**src/rtl/tcb_rvmodel_pkg.sv**
```systemverilog
// Shared definitions for the RISC-V test-model control block:
// register offsets, status bit positions and a byte-enable merge helper.
package tcb_rvmodel_pkg;

    // register offsets decoded from adr[4:0]
    localparam logic [4:0] ADR_DATA_BEGIN = 5'h00;
    localparam logic [4:0] ADR_DATA_END   = 5'h08;
    localparam logic [4:0] ADR_HALT       = 5'h10;
    localparam logic [4:0] ADR_CONSOLE    = 5'h18;
    localparam logic [4:0] ADR_TIMEOUT    = 5'h1C;

    // bit positions in the halt/status register
    localparam int BIT_HALT    = 0;
    localparam int BIT_TIMEOUT = 1;

    // replace only the bytes whose enable bit is set
    function automatic logic [31:0] ben_merge(
        input logic [31:0] cur,
        input logic [31:0] wdt,
        input logic [3:0]  ben
    );
        logic [31:0] res;
        res = cur;
        for (int b = 0; b < 4; b++) begin
            if (ben[b]) res[8*b +: 8] = wdt[8*b +: 8];
        end
        return res;
    endfunction

endpackage

```
**src/rtl/tcb_rvmodel_fifo.sv**
```systemverilog
// Console byte FIFO: FD entries (power of 2), registered fill count,
// full/empty decoded from the count register. Storage is not reset;
// pointers and count are cleared asynchronously.
module tcb_rvmodel_fifo #(
    parameter int FD = 16,
    parameter int DW = 8
) (
    input  logic                 clk,
    input  logic                 rst,
    input  logic                 push,
    input  logic [DW-1:0]        din,
    input  logic                 pop,
    output logic [DW-1:0]        dout,
    output logic                 full,
    output logic                 empty,
    output logic [$clog2(FD):0]  count
);

    localparam int AW = $clog2(FD);
    localparam int CW = AW + 1;

    logic [DW-1:0] mem [FD];
    logic [AW-1:0] wp;
    logic [AW-1:0] rp;
    logic          do_push;
    logic          do_pop;

    assign full    = (count == CW'(FD));
    assign empty   = (count == '0);
    assign do_push = push && !full;
    assign do_pop  = pop && !empty;
    assign dout    = mem[rp];

    // byte storage, written on accepted push only
    always_ff @(posedge clk) begin
        if (do_push) mem[wp] <= din;
    end

    // pointers wrap naturally modulo FD; count tracks occupancy 0..FD
    always_ff @(posedge clk or posedge rst) begin
        if (rst) begin
            wp    <= '0;
            rp    <= '0;
            count <= '0;
        end else begin
            if (do_push) wp <= wp + 1'b1;
            if (do_pop)  rp <= rp + 1'b1;
            if (do_push && !do_pop)      count <= count + 1'b1;
            else if (!do_push && do_pop) count <= count - 1'b1;
        end
    end

endmodule

```
**src/rtl/tcb_rvmodel_ctl.sv**
```systemverilog
// TCB-attached control block for the RISC-V test model: signature region
// bounds, sticky halt flag, console byte FIFO and optional cycle timeout.
// Define TCB_RVMODEL_TIMEOUT_EN to build the cycle counter, timeout flag and
// the timeout limit register at 0x1C; otherwise 0x1C reads 0.
module tcb_rvmodel_ctl
    import tcb_rvmodel_pkg::*;
#(
    parameter int          DAW = 22,
    parameter int          DDW = 32,
    parameter int          DBW = DDW/8,
    parameter int          FD  = 16,
    parameter logic [31:0] TMO = 32'd0
) (
    input  logic           clk,
    input  logic           rst,
    input  logic           bus_vld,
    input  logic           bus_wen,
    input  logic [DAW-1:0] bus_adr,
    input  logic [DBW-1:0] bus_ben,
    input  logic [DDW-1:0] bus_wdt,
    output logic [DDW-1:0] bus_rdt,
    output logic           bus_rdy,
    output logic           con_vld,
    output logic [7:0]     con_dat,
    input  logic           con_rdy,
    output logic [DDW-1:0] data_begin,
    output logic [DDW-1:0] data_end,
    output logic           halt,
    output logic           timeout
);

    localparam int CW = $clog2(FD) + 1;

    logic [4:0]     adr;
    logic           trn;
    logic           wr;
    logic           rd;
    logic           con_push;
    logic           con_pop;
    logic           fifo_full;
    logic           fifo_empty;
    logic [CW-1:0]  fifo_cnt;
    logic [DDW-1:0] limit_rd;
    logic [DDW-1:0] rd_val;
    logic           adr_unused;

    assign adr        = bus_adr[4:0];
    assign adr_unused = ^bus_adr[DAW-1:5];

    // stall only a console write against a full FIFO (registered full flag)
    assign bus_rdy  = !(bus_vld && bus_wen && (adr == ADR_CONSOLE) && fifo_full);
    assign trn      = bus_vld && bus_rdy;
    assign wr       = trn && bus_wen;
    assign rd       = trn && !bus_wen;
    assign con_push = wr && (adr == ADR_CONSOLE) && bus_ben[0];
    assign con_vld  = !fifo_empty;
    assign con_pop  = con_vld && con_rdy;

    tcb_rvmodel_fifo #(
        .FD (FD),
        .DW (8)
    ) u_fifo (
        .clk   (clk),
        .rst   (rst),
        .push  (con_push),
        .din   (bus_wdt[7:0]),
        .pop   (con_pop),
        .dout  (con_dat),
        .full  (fifo_full),
        .empty (fifo_empty),
        .count (fifo_cnt)
    );

    // signature bounds with byte-lane writes; halt is set-only
    always_ff @(posedge clk or posedge rst) begin
        if (rst) begin
            data_begin <= '0;
            data_end   <= '0;
            halt       <= 1'b0;
        end else if (wr) begin
            if (adr == ADR_DATA_BEGIN) data_begin <= ben_merge(data_begin, bus_wdt, bus_ben);
            if (adr == ADR_DATA_END)   data_end   <= ben_merge(data_end, bus_wdt, bus_ben);
            if ((adr == ADR_HALT) && bus_ben[0] && bus_wdt[0]) halt <= 1'b1;
        end
    end

`ifdef TCB_RVMODEL_TIMEOUT_EN
    logic [DDW-1:0] limit;
    logic [DDW-1:0] counter;

    assign limit_rd = limit;

    // timeout limit register, reset to TMO
    always_ff @(posedge clk or posedge rst) begin
        if (rst) begin
            limit <= TMO;
        end else if (wr && (adr == ADR_TIMEOUT)) begin
            limit <= ben_merge(limit, bus_wdt, bus_ben);
        end
    end

    // saturating cycle counter, frozen once the test has ended
    always_ff @(posedge clk or posedge rst) begin
        if (rst) begin
            counter <= '0;
        end else if (!halt && !timeout && (counter != '1)) begin
            counter <= counter + 1'b1;
        end
    end

    // sticky timeout once a nonzero limit is reached
    always_ff @(posedge clk or posedge rst) begin
        if (rst) begin
            timeout <= 1'b0;
        end else if ((limit != '0) && (counter >= limit)) begin
            timeout <= 1'b1;
        end
    end
`else
    localparam logic [31:0] TMO_UNUSED = TMO;

    assign timeout  = 1'b0;
    assign limit_rd = '0;
`endif

    // read decode; unmapped offsets return 0
    always_comb begin
        rd_val = '0;
        case (adr)
            ADR_DATA_BEGIN: rd_val = data_begin;
            ADR_DATA_END:   rd_val = data_end;
            ADR_HALT: begin
                rd_val[BIT_HALT]    = halt;
                rd_val[BIT_TIMEOUT] = timeout;
            end
            ADR_CONSOLE:    rd_val = {{(DDW-CW){1'b0}}, fifo_cnt};
            ADR_TIMEOUT:    rd_val = limit_rd;
            default:        rd_val = '0;
        endcase
    end

    // read data registered on the read transfer and held until the next one
    always_ff @(posedge clk or posedge rst) begin
        if (rst) begin
            bus_rdt <= '0;
        end else if (rd) begin
            bus_rdt <= rd_val;
        end
    end

endmodule
```
**config.mk**
```make
export PLATFORM = sky130hd
export DESIGN_NAME = tcb_rvmodel_ctl
export DESIGN_NICKNAME = d
export VERILOG_FILES = /design/src/rtl/tcb_rvmodel_pkg.sv /design/src/rtl/tcb_rvmodel_fifo.sv /design/src/rtl/tcb_rvmodel_ctl.sv
export SDC_FILE = /design/constraint.sdc
export NUM_CORES = 1
export LEC_CHECK = 0
export BUFFER_PORTS_ARGS = -buffer_cell sky130_fd_sc_hd__buf_2
export CAP_MARGIN = 5
export CORE_ASPECT_RATIO = 0.9
export CORE_MARGIN = 2
export CORE_UTILIZATION = 56
export DETAILED_ROUTE_END_ITERATION = 10
export PLACE_DENSITY_LB_ADDON = 0.15
export SETUP_SLACK_MARGIN = 0.3
export SLEW_MARGIN = 20
export SYNTH_ARGS = -nofsm -noshare
export SYNTH_HDL_FRONTEND = slang
export SYNTH_SLANG_ARGS = --single-unit
```
**constraint.sdc**
```tcl
create_clock -name clk -period 4.4 [get_ports clk]
set_clock_uncertainty 0.15 [all_clocks]
set_input_delay 1.1 -clock clk [delete_from_list [all_inputs] [get_ports clk]]
set_output_delay 1.1 -clock clk [all_outputs]
set_load 0.01 [all_outputs]
```
==> summary.txt, run 1 <==
Logic synthesis
  • Adder-Cell Fraction of Synth Area: 0.0136
  • Average size of a mapped cell: 16.2 µm²
  • Xor/xnor share of the synthesized area: 0.00807
  • Multiplexer share of the synthesized area: 0.157
  • Post-synth EDFFs: 128
  • Mapped Area: 0.00976 mm²
  • Yosys top cell area share: 0.394
  • Seq/Total Area, Yosys: 0.676
  • Seq cells post-synth: 238
  • Most common cell in the netlist: edfxtp_1
  • Simple-gate area share of the yosys netlist: 0.0738
  • Post-Synthesis Cells: 601
  • Post-synth ARST share: 0.462
  • Commonest cells in the netlist: edfxtp_1 (128), dfrtp_1 (110), mux2_2 (70), nor2_1 (59), mux4_2 (32)
  • Synth Net Count: 674
  • Yosys Warn Count: 0
  • Synth Flop Type: edfxtp_1
  • Main combinational cell family by area after synthesis: multiplexers
  • Compound-Gate Fraction of Synth Area: 0.0523
  • Synth unique cells: 46
  • Synth top area cells: edfxtp_1 (39%), dfrtp_1 (28%), mux2_2 (8.1%), mux4_2 (7.4%), a221oi_1 (2.4%)
  • Area leader, netlist: edfxtp_1

Floorplanning
  • Core ar.: 0.0169 mm²
  • Initial core utilization: 0.576
  • Die W: 143 µm
  • Die area: 0.0185 mm²
  • Die span in y: 129 µm
  • Row cnt: 45
  • Ports: 171

Cells and area
  • N_diodes: 0
  • Area grow syn2layout: 17.8%
  • Post-Layout Cell Count: 1003
  • Layout Nets: 826
  • Share of cells above drive strength 1: 0.398

STA
  • Period minus WS final: 3.75 ns
  • RSZ-0062 raised after global routing: false
  • Fin. Hold Viols: 0
  • Setup_tns: 0 ns
  • Pins Over Slew Limit: 0
  • Worst-margin pin slew: 0.797 ns
  • Setup violators final: 0
  • Period utilisation layout: 0.852
  • Peak Freq: 0.267 GHz
  • Slew HR: 0.468

Flow run
  • MaxCap Viol Count: 0

Critical path
  • Worst EP required: 4.61 ns
  • FF-to-FF setup slack: 1.06 ns
  • Arr. time, crit path: 3.96 ns
  • Cell count of the worst reg-to-reg path: 8
  • Worst Setup End Kind: register
  • CP Launch Type: input port
  • Worst r2r src: u_fifo.count[0]$_DFFE_PP0P_
  • Critical path peak fanout: 6
  • Crit Path Class: input port to register
  • Worst r2r dst: u_fifo.count[4]$_DFFE_PP0P_

CTS
  • CTS tree: built
  • CTS-repair resized insts: 0
  • Post-CTS Hold Buffers: 0
  • Clock transition at path regs: 0.06 ns
  • Root buffer cell: clkbuf_16
  • H-Tree Depth: 1
  • CTS sink cnt: 238
  • Inserted Clock Buffers: 23
  • Postcts setup bufs: 0
  • Clock Latency Late Sink: 0.50 ns
  • Max clock buf depth: 3

Global route
  • Total track usage: 0.235
  • Initial antenna violation count: 0
  • Vias in the first global route: 6027
  • Global route overflow: 0
  • Largest net degree at the start of global routing: 111
  • First-pass GRT wire length: 33200 µm

Worst hold path
  • Worst Hold Launch: bus_rdt[3]$_DFFE_PP0P_
  • Worst Hold Path EP: bus_rdt[3]$_DFFE_PP0P_
  • WHS Path Cells: 2
  • Worst Hold Class: register to register

Power and ir drop
  • Leakage Power: 4.86 nW
  • PwrDens: 510 mW/mm²
  • Worst vdd ir: 0.000318 V

Place
  • Placed cell count: 963
  • PortBufs: 152
  • Final weighted congestion in routability-driven placement: 0.855
  • Detailed placer's ending HPWL: 14200 µm

Detailed routing
  • DR WL/cell: 21.2 µm
  • Vias: 5884
  • Vias/cell: 5.87
  • First-pass detailed-route iteration total: 4
  • Final wirelength: 21200 µm
  • ANT nets after route: 0
  • 1st-iter DRT viols: 453
  • DR DRC count: 0

Outcome
  • Status: finished clean
-- report_power, final --
part | internal, mW | switching (mW)
Combinational | 0.644 | 0.656
Clock | 1.13 | 0.775
Sequential | 2.48 | 0.181
-- state kept, by name, summed over array words and instances (netlist names) --
signal        count
data_begin       32
halt              1
u_fifo.mem      128
bus_rdt          32
u_fifo.rp         4
data_end         32
u_fifo.wp         4
u_fifo.count      5
-- cell usage in the layout, fill, tap and decap left out, drive strengths merged, types with 3 or more instances in the layout --
cell	n
buf	163
edfxtp	128
dfrtp	110
mux2	70
nor2	59
clkbuf	33
mux4	32
a221oi	27
a22oi	20
nand2	20
o21ai	11
and3	10
nand3	10
ha	9
xnor2	7
nor2b	5
nor3	5
inv	4
and4b	4
and4	4
clkinv	4
nand2b	3
a21oi	3
-- final cells by class --
type | instances | area (µm²)
fillers | 1170 | 5440
clock buffers | 33 | 643
flip-flops and latches | 238 | 6600
inverters | 5 | 22.5
multi-input cells | 322 | 2980
clock inverters | 7 | 81.3
well taps | 235 | 294
repair buffers | 163 | 881
-- worst max-delay path by stage --
| stage | startpoint | to | slack (ns) | cells after the start |
|---|---|---|---|---|
| final | bus_adr[2] | u_fifo.count[4]$_DFFE_PP0P_ | 0.65 | 9 |
| after global routing | bus_adr[4] | u_fifo.count[4]$_DFFE_PP0P_ | 0.51 | 9 |
| after CTS | u_fifo.rp[0]$_DFFE_PP0P_ | con_dat[2] | 0.64 | 5 |
| after detailed placement | bus_adr[2] | u_fifo.count[4]$_DFFE_PP0P_ | 0.17 | 9 |
| after global placement | bus_adr[2] | u_fifo.count[4]$_DFFE_PP0P_ | 0.33 | 9 |
| after floorplan | bus_adr[4] | u_fifo.count[4]$_DFFE_PP0P_ | 0.42 | 10 |
-- critical path, stage by stage --
cell	delay, ns
buf_2	0.15
or4b_1	0.61
a2111oi_2	0.36
ha_1	0.30
inv_1	0.15
fa_1	0.42
a21o_1	0.20
a2111oi_0	0.51
o31ai_1	0.16
-- cell families after synthesis --
logic type                 Yosys count
DFF                                238
and+or+nand+nor                    131
muxes                              104
AOI/OAI and AO/OA                   67
buffers and inverters               41
adders and majority gates           10
xor gates and xnor gates             9
other                                1
-- stage by stage --
step | total power, mW | util | setup WS [ns] | instance area, µm² | hold slack (ns)
finish | 5.86 | 0.679 | 0.649 | 11500 | 0.346
global route | 6.13 | 0.679 | 0.509 | 11500 | 0.370
CTS | 5.90 | 0.679 | 0.639 | 11500 | 0.352
detailed placement | 4.01 | 0.636 | 0.166 | 10800 | 0.335
global placement | 3.97 | 0.636 | 0.332 | 10800 | 0.323
floorplan | 3.54 | - | 0.419 | 9770 | 0.340
-- per-layer routing --
| metal | wire, µm | vias to the layer above | GRT usage |
|---|---|---|---|
| met3 | 1320 | 43 | 0.0421 |
| met1 | 8990 | 3030 | 0.330 |
| li1 | - | 2610 | - |
| met2 | 10400 | 201 | 0.386 |
| met5 | 0 | - | 0 |
| met4 | 561 | 0 | 0.0641 |
Power figures use the tool's default switching activity.
==> inputs of run 2 (changes only) <==
- CELL_PAD_IN_SITES_DETAIL_PLACEMENT: not set -> 1
- CELL_PAD_IN_SITES_GLOBAL_PLACEMENT: not set -> 2
- CORE_UTILIZATION: 56 -> 40
- SETUP_SLACK_MARGIN: 0.3 -> 0.2
==> run 2 against run 1 <==
Via count decreased by 1.1%. Final area increased by 1.8%. Clock-buffer cell count increased by 7. Critical path type is now register to output pin. Critical endpoint is now con_dat[4].
==> summary.txt, run 2 (same netlist as run 1, synthesis figures left out) <==
STA
  • RSZ-0062 raised after global routing: false
  • Setup violators final: 0 (unchanged)
  • Fin. Hold Viols: 0 (unchanged)
  • Period utilisation layout: 0.881 (+0.0282)
  • Period minus WS final: 3.87 ns (+0.124 ns)
  • Worst-margin pin slew: 0.799 ns (+0.00213 ns)
  • Pins Over Slew Limit: 0 (unchanged)
  • Slew HR: 0.467 (about the same)
  • Final Hold Slack: 0.337 ns (-0.00895 ns)
  • Peak Freq: 0.258 GHz (-3.2%)
  • Setup_tns: 0 ns (unchanged)

Critical path
  • Worst Setup End Kind: output pin
  • FF-to-FF setup slack: 0.97 ns (-0.09 ns)
  • Cell count of the worst reg-to-reg path: 8 (unchanged)
  • Worst r2r dst: u_fifo.count[4]$_DFFE_PP0P_
  • CP Launch Type: register
  • Arr. time, crit path: 2.62 ns (-1.34 ns)
  • Crit Path Class: register to output pin
  • Worst r2r src: u_fifo.count[0]$_DFFE_PP0P_
  • Worst EP required: 3.15 ns (-1.46 ns)
  • Critical path peak fanout: 28 (+22)

Detailed routing
  • ANT nets after route: 0 (unchanged)
  • 1st-iter DRT viols: 275 (-39%)
  • DR DRC count: 0 (unchanged)
  • Final wirelength: 24700 µm (+16%)
  • DR WL/cell: 22.8 µm (+7.5%)
  • Vias/cell: 5.36 (-8.6%)
  • First-pass detailed-route iteration total: 4 (unchanged)
  • Vias: 5817 (-1.1%)

CTS
  • CTS sink cnt: 238 (unchanged)
  • Inserted Clock Buffers: 26 (+13%)
  • Clock Latency Late Sink: 0.51 ns (about the same)
  • Max clock buf depth: 3 (unchanged)
  • Clock transition at path regs: 0.06 ns (about the same)
  • Postcts setup bufs: 0 (unchanged)
  • Post-CTS Hold Buffers: 0 (unchanged)
  • CTS tree: built
  • CTS-repair resized insts: 0 (unchanged)
  • Root buffer cell: clkbuf_16
  • H-Tree Depth: 1 (unchanged)

Cells and area
  • Area grow syn2layout: 19.9%
  • Commonest non-fill, non-tap cells in the layout: buf_2 (152), edfxtp_1 (128), dfrtp_1 (109), mux2_2 (70), nor2_1 (59)
  • Share of cells above drive strength 1: 0.403 (+0.00439)
  • Most common cell after layout, fill and taps aside: buf_2
  • Max FFs per register: 128 (unchanged)
  • Layout Nets: 830 (+0.48%)
  • N_diodes: 0 (unchanged)
  • Largest reg by FF count: u_fifo.mem

Outcome
  • Status: finished clean

Power and ir drop
  • Worst vdd ir: 0.000268 V (-16%)
  • PwrDens: 524 mW/mm² (+2.7%)
  • Leakage Power: 4.93 nW (+1.4%)

Floorplanning
  • Die area: 0.0257 mm² (+39%)
  • Die span in y: 152 µm (+18%)
  • Initial core utilization: 0.405 (-0.171)
  • Core ar.: 0.0241 mm² (+42%)
  • Ports: 171 (unchanged)
  • Die W: 169 µm (+18%)
  • Row cnt: 54 (+20%)

Global route
  • First-pass GRT wire length: 38500 µm (+16%)
  • Global route overflow: 0 (unchanged)
  • Initial antenna violation count: 0 (unchanged)
  • Largest net degree at the start of global routing: 64 (-42%)
  • Total track usage: 0.196 (-0.0386)
  • Vias in the first global route: 6387 (+6.0%)

Place
  • Final weighted congestion in routability-driven placement: 0.773 (-9.5%)
  • PortBufs: 152 (unchanged)
  • Detailed placer's ending HPWL: 17000 µm (+20%)

Worst hold path
  • Worst Hold Launch: bus_rdt[1]$_DFFE_PP0P_
  • Worst Hold Path EP: bus_rdt[1]$_DFFE_PP0P_
  • Worst Hold Class: register to register
  • WHS Path Cells: 2 (unchanged)

Flow run
  • MaxCap Viol Count: 0 (unchanged)
-- run 2: cell types whose count changed in the layout (fill, tap and decap cells not counted), sizes merged --
cell,change
clkbuf,+7
clkinv,+2
clkinvlp,-2
buf,+1
inv,+1
-- run 2: metrics by stage --
stage          total power [mW]  setup WS, ns   util  cells  area, µm²
2_1_floorplan              3.54         0.248      -    601       9760
3_3_place_gp               4.03         0.247  0.450   1037      10900
3_5_place_dp               4.08        0.0686  0.450   1037      10900
4_1_cts                    6.23         0.446  0.485   1085      11700
5_1_grt                    6.42         0.345  0.485   1085      11700
6_report                   6.13         0.525  0.485   1085      11700
-- run 2: layout make-up --
type	instances	area, µm²
inverters	5	21.3
clock buffers	40	754
multi-input cells	322	2980
fillers	2414	12400
repair buffers	164	876
clock inverters	8	87.6
well taps	308	385
flip-flops and latches	238	6600
-- run 2: critical path, stage by stage (launching register included) --
cell     delay (ns)
dfrtp_2        0.56
buf_12         0.29
mux4_2         0.55
a22oi_1        0.45
nand2_1        0.10
buf_2          0.15
-- run 2: how the worst max path moves through the flow --
stage,start,endpoint,slack [ns],cells past startpoint
2_1_floorplan,rst,bus_rdt[0]$_DFFE_PP0P_,0.25,1
3_3_place_gp,bus_adr[4],u_fifo.count[4]$_DFFE_PP0P_,0.25,9
3_5_place_dp,bus_adr[4],u_fifo.count[4]$_DFFE_PP0P_,0.07,9
4_1_cts,u_fifo.rp[0]$_DFFE_PP0P_,con_dat[4],0.45,5
5_1_grt,u_fifo.rp[0]$_DFFE_PP0P_,con_dat[4],0.35,5
6_report,u_fifo.rp[0]$_DFFE_PP0P_,con_dat[4],0.53,5
-- run 2: power breakdown --
part	switching (mW)	leakage, nW	internal (mW)	total (mW)
Combinational	0.706	1.93	0.643	1.35
Sequential	0.173	2.58	2.48	2.65
Clock	0.835	0.413	1.29	2.13
Total	1.71	4.93	4.42	6.13
-- run 2: layer usage --
metal  share of wire  up-vias  GRT usage
li1                -     2622          -
met1            0.45     3043      0.270
met2            0.49      119      0.323
met3           0.044       33     0.0345
met4           0.021        0     0.0534
met5               0        -          0
